### config.mk
export PLATFORM = sky130hd
export DESIGN_NAME = qsort_sequencer
export DESIGN_NICKNAME = d
export VERILOG_FILES = /design/src/rtl/qsort_pkg.sv /design/src/rtl/qsort_sequencer_stack.sv /design/src/rtl/qsort_sequencer.sv
export SDC_FILE = /design/constraint.sdc
export NUM_CORES = 2
export LEC_CHECK = 0
export BUFFER_PORTS_ARGS = -buffer_cell sky130_fd_sc_hd__buf_4
export CORE_MARGIN = 8
export CORE_UTILIZATION = 30
export CTS_CLUSTER_DIAMETER = 150
export DETAILED_ROUTE_END_ITERATION = 7
export SYNTH_ARGS = -nofsm -noshare
export SYNTH_HDL_FRONTEND = slang
export SYNTH_SLANG_ARGS = --single-unit
### constraint.sdc
create_clock -name clk -period 11.61 [get_ports clk]
set_input_delay 0.5805 -clock clk [delete_from_list [all_inputs] [get_ports clk]]
set_output_delay 0.5805 -clock clk [all_outputs]
set_load 0.02 [all_outputs]
### src/rtl/qsort_pkg.sv
`default_nettype none
// ============================================================================
// Module      : qsort_pkg
// Description : Shared types and default sizes for the quicksort sequencer.
// Revision    : 1.0 - initial release
// ============================================================================
package qsort_pkg;

    localparam int c_IDX_W       = 32;
    localparam int c_STACK_DEPTH = 64;

    typedef enum logic [2:0] {
        S_IDLE   = 3'd0,
        S_ISSUE  = 3'd1,
        S_WAIT   = 3'd2,
        S_PUSH_R = 3'd3,
        S_PUSH_L = 3'd4,
        S_POP    = 3'd5,
        S_FINISH = 3'd6
    } qseq_state_t;

    typedef struct packed {
        logic [c_IDX_W-1:0] lo;
        logic [c_IDX_W-1:0] hi;
    } interval_t;

endpackage
`default_nettype wire

### src/rtl/qsort_sequencer_stack.sv
`default_nettype none
// ============================================================================
// Module      : interval_stack
// Description : LIFO of index intervals with a registered pop output.
// Revision    : 1.0 - initial release
// ============================================================================
module interval_stack
    import qsort_pkg::*;
#(
    parameter int  DEPTH   = c_STACK_DEPTH,
    parameter type ENTRY_T = interval_t
) (
    input  logic   clk,
    input  logic   rst,
    input  logic   i_push,
    input  logic   i_pop,
    input  ENTRY_T i_data,
    output ENTRY_T o_data,
    output logic   o_full,
    output logic   o_empty
);

    localparam int c_CNT_W  = $clog2(DEPTH + 1);
    localparam int c_ADDR_W = (DEPTH > 1) ? $clog2(DEPTH) : 1;

    ENTRY_T             r_mem [DEPTH];
    ENTRY_T             r_data;
    logic [c_CNT_W-1:0] r_count;
    logic [c_CNT_W-1:0] w_top;
    logic               w_do_push;
    logic               w_do_pop;

    assign o_full    = (r_count == c_CNT_W'(DEPTH));
    assign o_empty   = (r_count == '0);
    assign w_do_push = i_push && !o_full;
    assign w_do_pop  = i_pop && !o_empty;
    assign w_top     = r_count - c_CNT_W'(1);
    assign o_data    = r_data;

    // Storage carries no reset; emptiness is defined by the counter alone.
    always_ff @(posedge clk) begin
        if (w_do_push) begin
            r_mem[r_count[c_ADDR_W-1:0]] <= i_data;
        end
    end

    always_ff @(posedge clk or posedge rst) begin
        if (rst) begin
            r_count <= '0;
            r_data  <= '0;
        end else if (w_do_push) begin
            r_count <= r_count + c_CNT_W'(1);
        end else if (w_do_pop) begin
            r_count <= w_top;
            r_data  <= r_mem[w_top[c_ADDR_W-1:0]];
        end
    end

endmodule
`default_nettype wire

### src/rtl/qsort_sequencer.sv
`default_nettype none
// ============================================================================
// Module      : qsort_sequencer
// Description : Drives a partition engine through an in-place quicksort.
// Revision    : 1.0 - initial release
// ============================================================================
module qsort_sequencer
    import qsort_pkg::*;
#(
    parameter int IDX_W       = c_IDX_W,
    parameter int STACK_DEPTH = c_STACK_DEPTH
) (
    input  logic             clk,
    input  logic             rst,
    input  logic             start,
    input  logic [IDX_W-1:0] size,
    output logic             busy,
    output logic             done,
    output logic             overflow,
    output logic             err,
    output logic             part_start,
    output logic [IDX_W-1:0] part_lo,
    output logic [IDX_W-1:0] part_hi,
    input  logic             part_done,
    input  logic [IDX_W-1:0] part_pivot
);

    typedef struct packed {
        logic [IDX_W-1:0] lo;
        logic [IDX_W-1:0] hi;
    } ival_t;

    qseq_state_t      r_state;
    qseq_state_t      w_next;
    ival_t            r_cur;
    ival_t            w_issue_ival;
    ival_t            w_push_data;
    ival_t            w_pop_data;
    logic [IDX_W-1:0] r_pivot;
    logic             r_from_pop;
    logic             r_overflow;
    logic             r_err;
    logic             w_push;
    logic             w_pop;
    logic             w_full;
    logic             w_empty;
    logic             w_pivot_bad;
    logic             w_right_ok;
    logic             w_left_ok;
    logic             w_accept_sort;

    assign w_accept_sort = start && (size >= IDX_W'(2));
    assign w_pivot_bad   = (part_pivot < r_cur.lo) || (part_pivot > r_cur.hi);
    // The first term of each guard rules out wrap in the second.
    assign w_right_ok    = (r_pivot < r_cur.hi) && ((r_pivot + IDX_W'(1)) < r_cur.hi);
    assign w_left_ok     = (r_pivot > r_cur.lo) && ((r_pivot - IDX_W'(1)) > r_cur.lo);

    // Popped data lands one cycle after POP, so ISSUE forwards it directly.
    assign w_issue_ival  = ((r_state == S_ISSUE) && r_from_pop) ? w_pop_data : r_cur;

    assign busy       = (r_state != S_IDLE);
    assign done       = (r_state == S_FINISH);
    assign part_start = (r_state == S_ISSUE);
    assign part_lo    = w_issue_ival.lo;
    assign part_hi    = w_issue_ival.hi;
    assign overflow   = r_overflow;
    assign err        = r_err;

    always_comb begin
        w_next      = r_state;
        w_push      = 1'b0;
        w_pop       = 1'b0;
        w_push_data = '0;
        case (r_state)
            S_IDLE: begin
                if (start) begin
                    w_next = w_accept_sort ? S_ISSUE : S_FINISH;
                end
            end
            S_ISSUE: w_next = S_WAIT;
            S_WAIT: begin
                if (part_done) begin
                    w_next = w_pivot_bad ? S_POP : S_PUSH_R;
                end
            end
            S_PUSH_R: begin
                w_push         = w_right_ok;
                w_push_data.lo = r_pivot + IDX_W'(1);
                w_push_data.hi = r_cur.hi;
                w_next         = S_PUSH_L;
            end
            S_PUSH_L: begin
                w_push         = w_left_ok;
                w_push_data.lo = r_cur.lo;
                w_push_data.hi = r_pivot - IDX_W'(1);
                w_next         = S_POP;
            end
            S_POP: begin
                if (w_empty) begin
                    w_next = S_FINISH;
                end else begin
                    w_pop  = 1'b1;
                    w_next = S_ISSUE;
                end
            end
            S_FINISH: w_next = S_IDLE;
            default:  w_next = S_IDLE;
        endcase
    end

    always_ff @(posedge clk or posedge rst) begin
        if (rst) begin
            r_state    <= S_IDLE;
            r_cur      <= '0;
            r_pivot    <= '0;
            r_from_pop <= 1'b0;
            r_overflow <= 1'b0;
            r_err      <= 1'b0;
        end else begin
            r_state    <= w_next;
            r_from_pop <= (r_state == S_POP);
            case (r_state)
                S_IDLE: begin
                    if (w_accept_sort) begin
                        r_cur.lo   <= '0;
                        r_cur.hi   <= size - IDX_W'(1);
                        r_overflow <= 1'b0;
                        r_err      <= 1'b0;
                    end
                end
                S_ISSUE: r_cur <= w_issue_ival;
                S_WAIT: begin
                    if (part_done) begin
                        r_pivot <= part_pivot;
                        if (w_pivot_bad) begin
                            r_err <= 1'b1;
                        end
                    end
                end
                S_PUSH_R, S_PUSH_L: begin
                    if (w_push && w_full) begin
                        r_overflow <= 1'b1;
                    end
                end
                default: ;
            endcase
        end
    end

    interval_stack #(
        .DEPTH   (STACK_DEPTH),
        .ENTRY_T (ival_t)
    ) u_stack (
        .clk     (clk),
        .rst     (rst),
        .i_push  (w_push),
        .i_pop   (w_pop),
        .i_data  (w_push_data),
        .o_data  (w_pop_data),
        .o_full  (w_full),
        .o_empty (w_empty)
    );

endmodule
`default_nettype wire
==> results.tsv <==
stage	metric	value	unit
die	num_rows	275	
timing	layout_min_cycle_time	7.74	ns
grt	grt_max_degree	145	
route	route.detailed.drc	0	
yosys	syn_area_per_cell	22.4	µm²
route	m1WireLength	196000	µm
route	routed.top_layer	met5	
timing	slew_viol_final	0	
yosys	synth_nets	7827	
timing	rsz0062_at_grt	no	
power	leakagePower	61.6	nW
layout	layout_common_cells	4,096 x edfxtp_1, 1,344 x mux4_2, 430 x clkbuf_16	
route	num_vias	84100	
job	cap_violations	0	
route	firstDrtPassIters	6	
clock_tree	clock-sinks	4269	
timing	fin_crit_sh	0.666	
outcome	outcome	complete, no violations	
layout	final_common_cell	edfxtp_1	
worst_setup_path	cp.required	12.18	ns
layout	final_layout_size_suffix_gt1_frac	0.300	
layout	area_delta_synth_final	15.2	%
grt	gr-total-overflow	0	
timing	finClkSkew	0.0431	ns
yosys	synth_edf_count	4096	
clock_tree	clkTransAtPathRegs	0.06	ns
clock_tree	cts_max_path_buffers	4	
yosys	synth_ff_type	edfxtp_1	
grt	grt_util_all_layers	0.169	
grt	grt_pass1_vias	84500	
die	start_util	0.301	
route	wl_per_cell	32.2	µm
clock_tree	clock_latency	0.98	ns
clock_tree	post_cts_resized	0	
placed_design	port_buffers	136	
worst_setup_path	worstSetupPathType	flip-flop to flip-flop	
layout	multi_input_area	41000	µm²
clock_tree	htreeDepth	5	
worst_setup_path	cp_max_fo	37	
timing	worst_slack	3.87	ns
grt	grt_pass1_wl	705000	µm
power	p_per_area	282	nW/µm²
route	drtIter0Drc	12000	
yosys	syn_area	169000	µm²
placed_design	hpwlAfterDp	313000	µm
timing	worst_pin_slew	1.45	ns
layout	regArea	127000	µm²
worst_setup_path	end_kind	flip-flop	
worst_setup_path	arrival	8.31	ns
die	core	561000	µm²
min_path	holdCritPathClass	primary input to flip-flop	
die	top_level_ports	137	
die	die-area	588000	µm²
die	chipWidth	767	µm
route	wl_met3	42200	µm
timing	setup_violations	0	
yosys	ys_seq_area_frac	0.753	
yosys	yosys_warnings	0	
timing	clock.fmax	129	MHz
layout	final_area	195000	µm²
layout	nNetsFinal	8278	
power	vdd_drop_max	368	µV
timing	tns	0	ns
timing	slew_headroom	0.0358	
yosys	ys_ff_latch	4269	
placed_design	place_area	181000	µm²
yosys	synth_cell_type_count	79	
grt	antenna_found_initial	38	
power	power	54.8	mW
route	wl_met2	245000	µm
min_path	holdPathStages	2	
worst_setup_path	cp-start-kind	flip-flop	
placed_design	place.gp.congestion	0.875	
layout	num-fill-cells	51300	
route	avgViaCountPerCell	5.30	
clock_tree	cts_buffers	425	
worst_setup_path	reg2reg_depth	16	
clock_tree	cts_root_buffer	clkbuf_16	
clock_tree	cts_tree	done	
yosys	synthCells	7563	
route	wl	511000	µm
die	die_h	767	µm
yosys	ys_async_sr_fraction	0.0405	
placed_design	dp_slack	3.86	ns
timing	hold_viol_final	0	
route	ant_nets	0	
-- worst max-delay path: stages, from the launching register on --
cell       delay [ns]
dfrtp_1          0.50
or4_4            0.60
or3_4            0.35
or3_4            0.42
nor2_1           0.12
xor2_1           0.10
ha_1             0.35
nand4_1          0.19
nor4_1           0.53
o21ai_0          0.26
o211ai_1         0.20
a21oi_1          0.14
o2bb2ai_1        0.34
buf_4            0.30
nand4_1          0.78
nor2_4           1.27
buf_4            0.76
-- layout make-up --
cell class,instances,share of cell area
clock inverter,237,0.0108
sequential,4269,0.654
multi-input combinational,2818,0.210
inverter,83,0.00165
antenna,25,0.000321
clock buffer,535,0.0578
tap,7479,0.0480
timing repair buffer,417,0.0175
-- timing repair --
action | 4_1_cts | 5_1_grt
setup endpoints to repair | 0 | 0
buffers inserted | 0 | 0
hold endpoints to repair | 98 | 0
hold buffers | 37 | 0
-- kinds of logic (layout without fill, tap and decap cells) --
kind of cell / Yosys count / after routing / share of synthesized area
buffers and inverters: 476 / 1272 / 0.0119
xor gates and xnor gates: 94 / 94 / 0.00491
DFF: 4269 / 4269 / 0.753
and+or+nand+nor: 759 / 759 / 0.0201
other: 0 / 25 / 0
muxes: 1374 / 1374 / 0.181
adders and majority gates: 196 / 196 / 0.0145
AOI/OAI and AO/OA: 395 / 395 / 0.0147
-- flip-flops by register name (all words and copies together), names as in the netlist --
name             flops
r_state              3
err                  1
overflow             1
u_stack.o_data      64
r_from_pop           1
u_stack.r_mem     4096
u_stack.r_count      7
r_cur               64
r_pivot             32
-- cells in the mapped netlist, drive strengths merged (5+ instances only) --
| cell | number | area [µm²] |
|---|---|---|
| a22o | 18 | 158 |
| o22ai | 5 | 31.3 |
| nand4 | 45 | 282 |
| buf | 135 | 658 |
| nor2b | 5 | 31.3 |
| and3 | 14 | 90.1 |
| nor4 | 17 | 134 |
| nand2 | 428 | 1610 |
| dfrtp | 173 | 4330 |
| a31oi | 5 | 31.3 |
| or3 | 9 | 71.3 |
| xnor2 | 52 | 455 |
| o31ai | 33 | 248 |
| a22oi | 8 | 60.1 |
| o21a | 5 | 37.5 |
| nor2 | 128 | 498 |
| mux2 | 30 | 338 |
| xor2 | 42 | 375 |
| o211ai | 11 | 82.6 |
| a21o | 33 | 248 |
| mux4 | 1344 | 30300 |
| nand3 | 36 | 180 |
| o221ai | 23 | 201 |
| inv | 83 | 312 |
| nor3 | 38 | 195 |
| edfxtp | 4096 | 123000 |
| or4 | 14 | 116 |
| ha | 196 | 2450 |
| nand3b | 8 | 60.1 |
| clkbuf | 254 | 983 |
| a21oi | 68 | 340 |
| a211oi | 10 | 75.1 |
| o21ai | 153 | 766 |
-- power breakdown --
group          switching, mW  leakage [nW]  internal [mW]
clock network           5.83          6.50           7.49
logic                   13.4          15.2           8.92
registers              0.515          40.0           18.7
total                   19.8          61.6           35.1
-- metrics by stage --
stage	util	cells	hold WS, ns
4_1_cts	0.347	15800	0.00183
3_3_place_gp	0.323	15000	0.460
2_1_floorplan	-	7563	0.440
6_report	0.347	15900	0.0720
3_5_place_dp	0.323	15000	0.466
5_1_grt	0.347	15800	0.0483
-- path summary, 6_finish.rpt --
path                                     from                    to  slack, ns
max                                r_pivot[9]  u_stack.r_mem[9][46]       3.87
min reg2reg                u_stack.o_data[39]    u_stack.o_data[39]       0.48
min in group asynchronous                 rst              r_cur[7]       0.24
max reg2reg                        r_pivot[9]  u_stack.r_mem[9][46]       3.87
min                            part_pivot[19]           r_pivot[19]       0.07
max in group asynchronous                 rst    u_stack.r_count[0]       9.96
-- layer usage --
layer  GRT usage  up-vias
met5           0        -
met4      0.0751       10
met3      0.0290      784
met2       0.277     4246
met1       0.219    46100
li1            -    33000
Note: power is estimated with default switching activity, not from simulation.
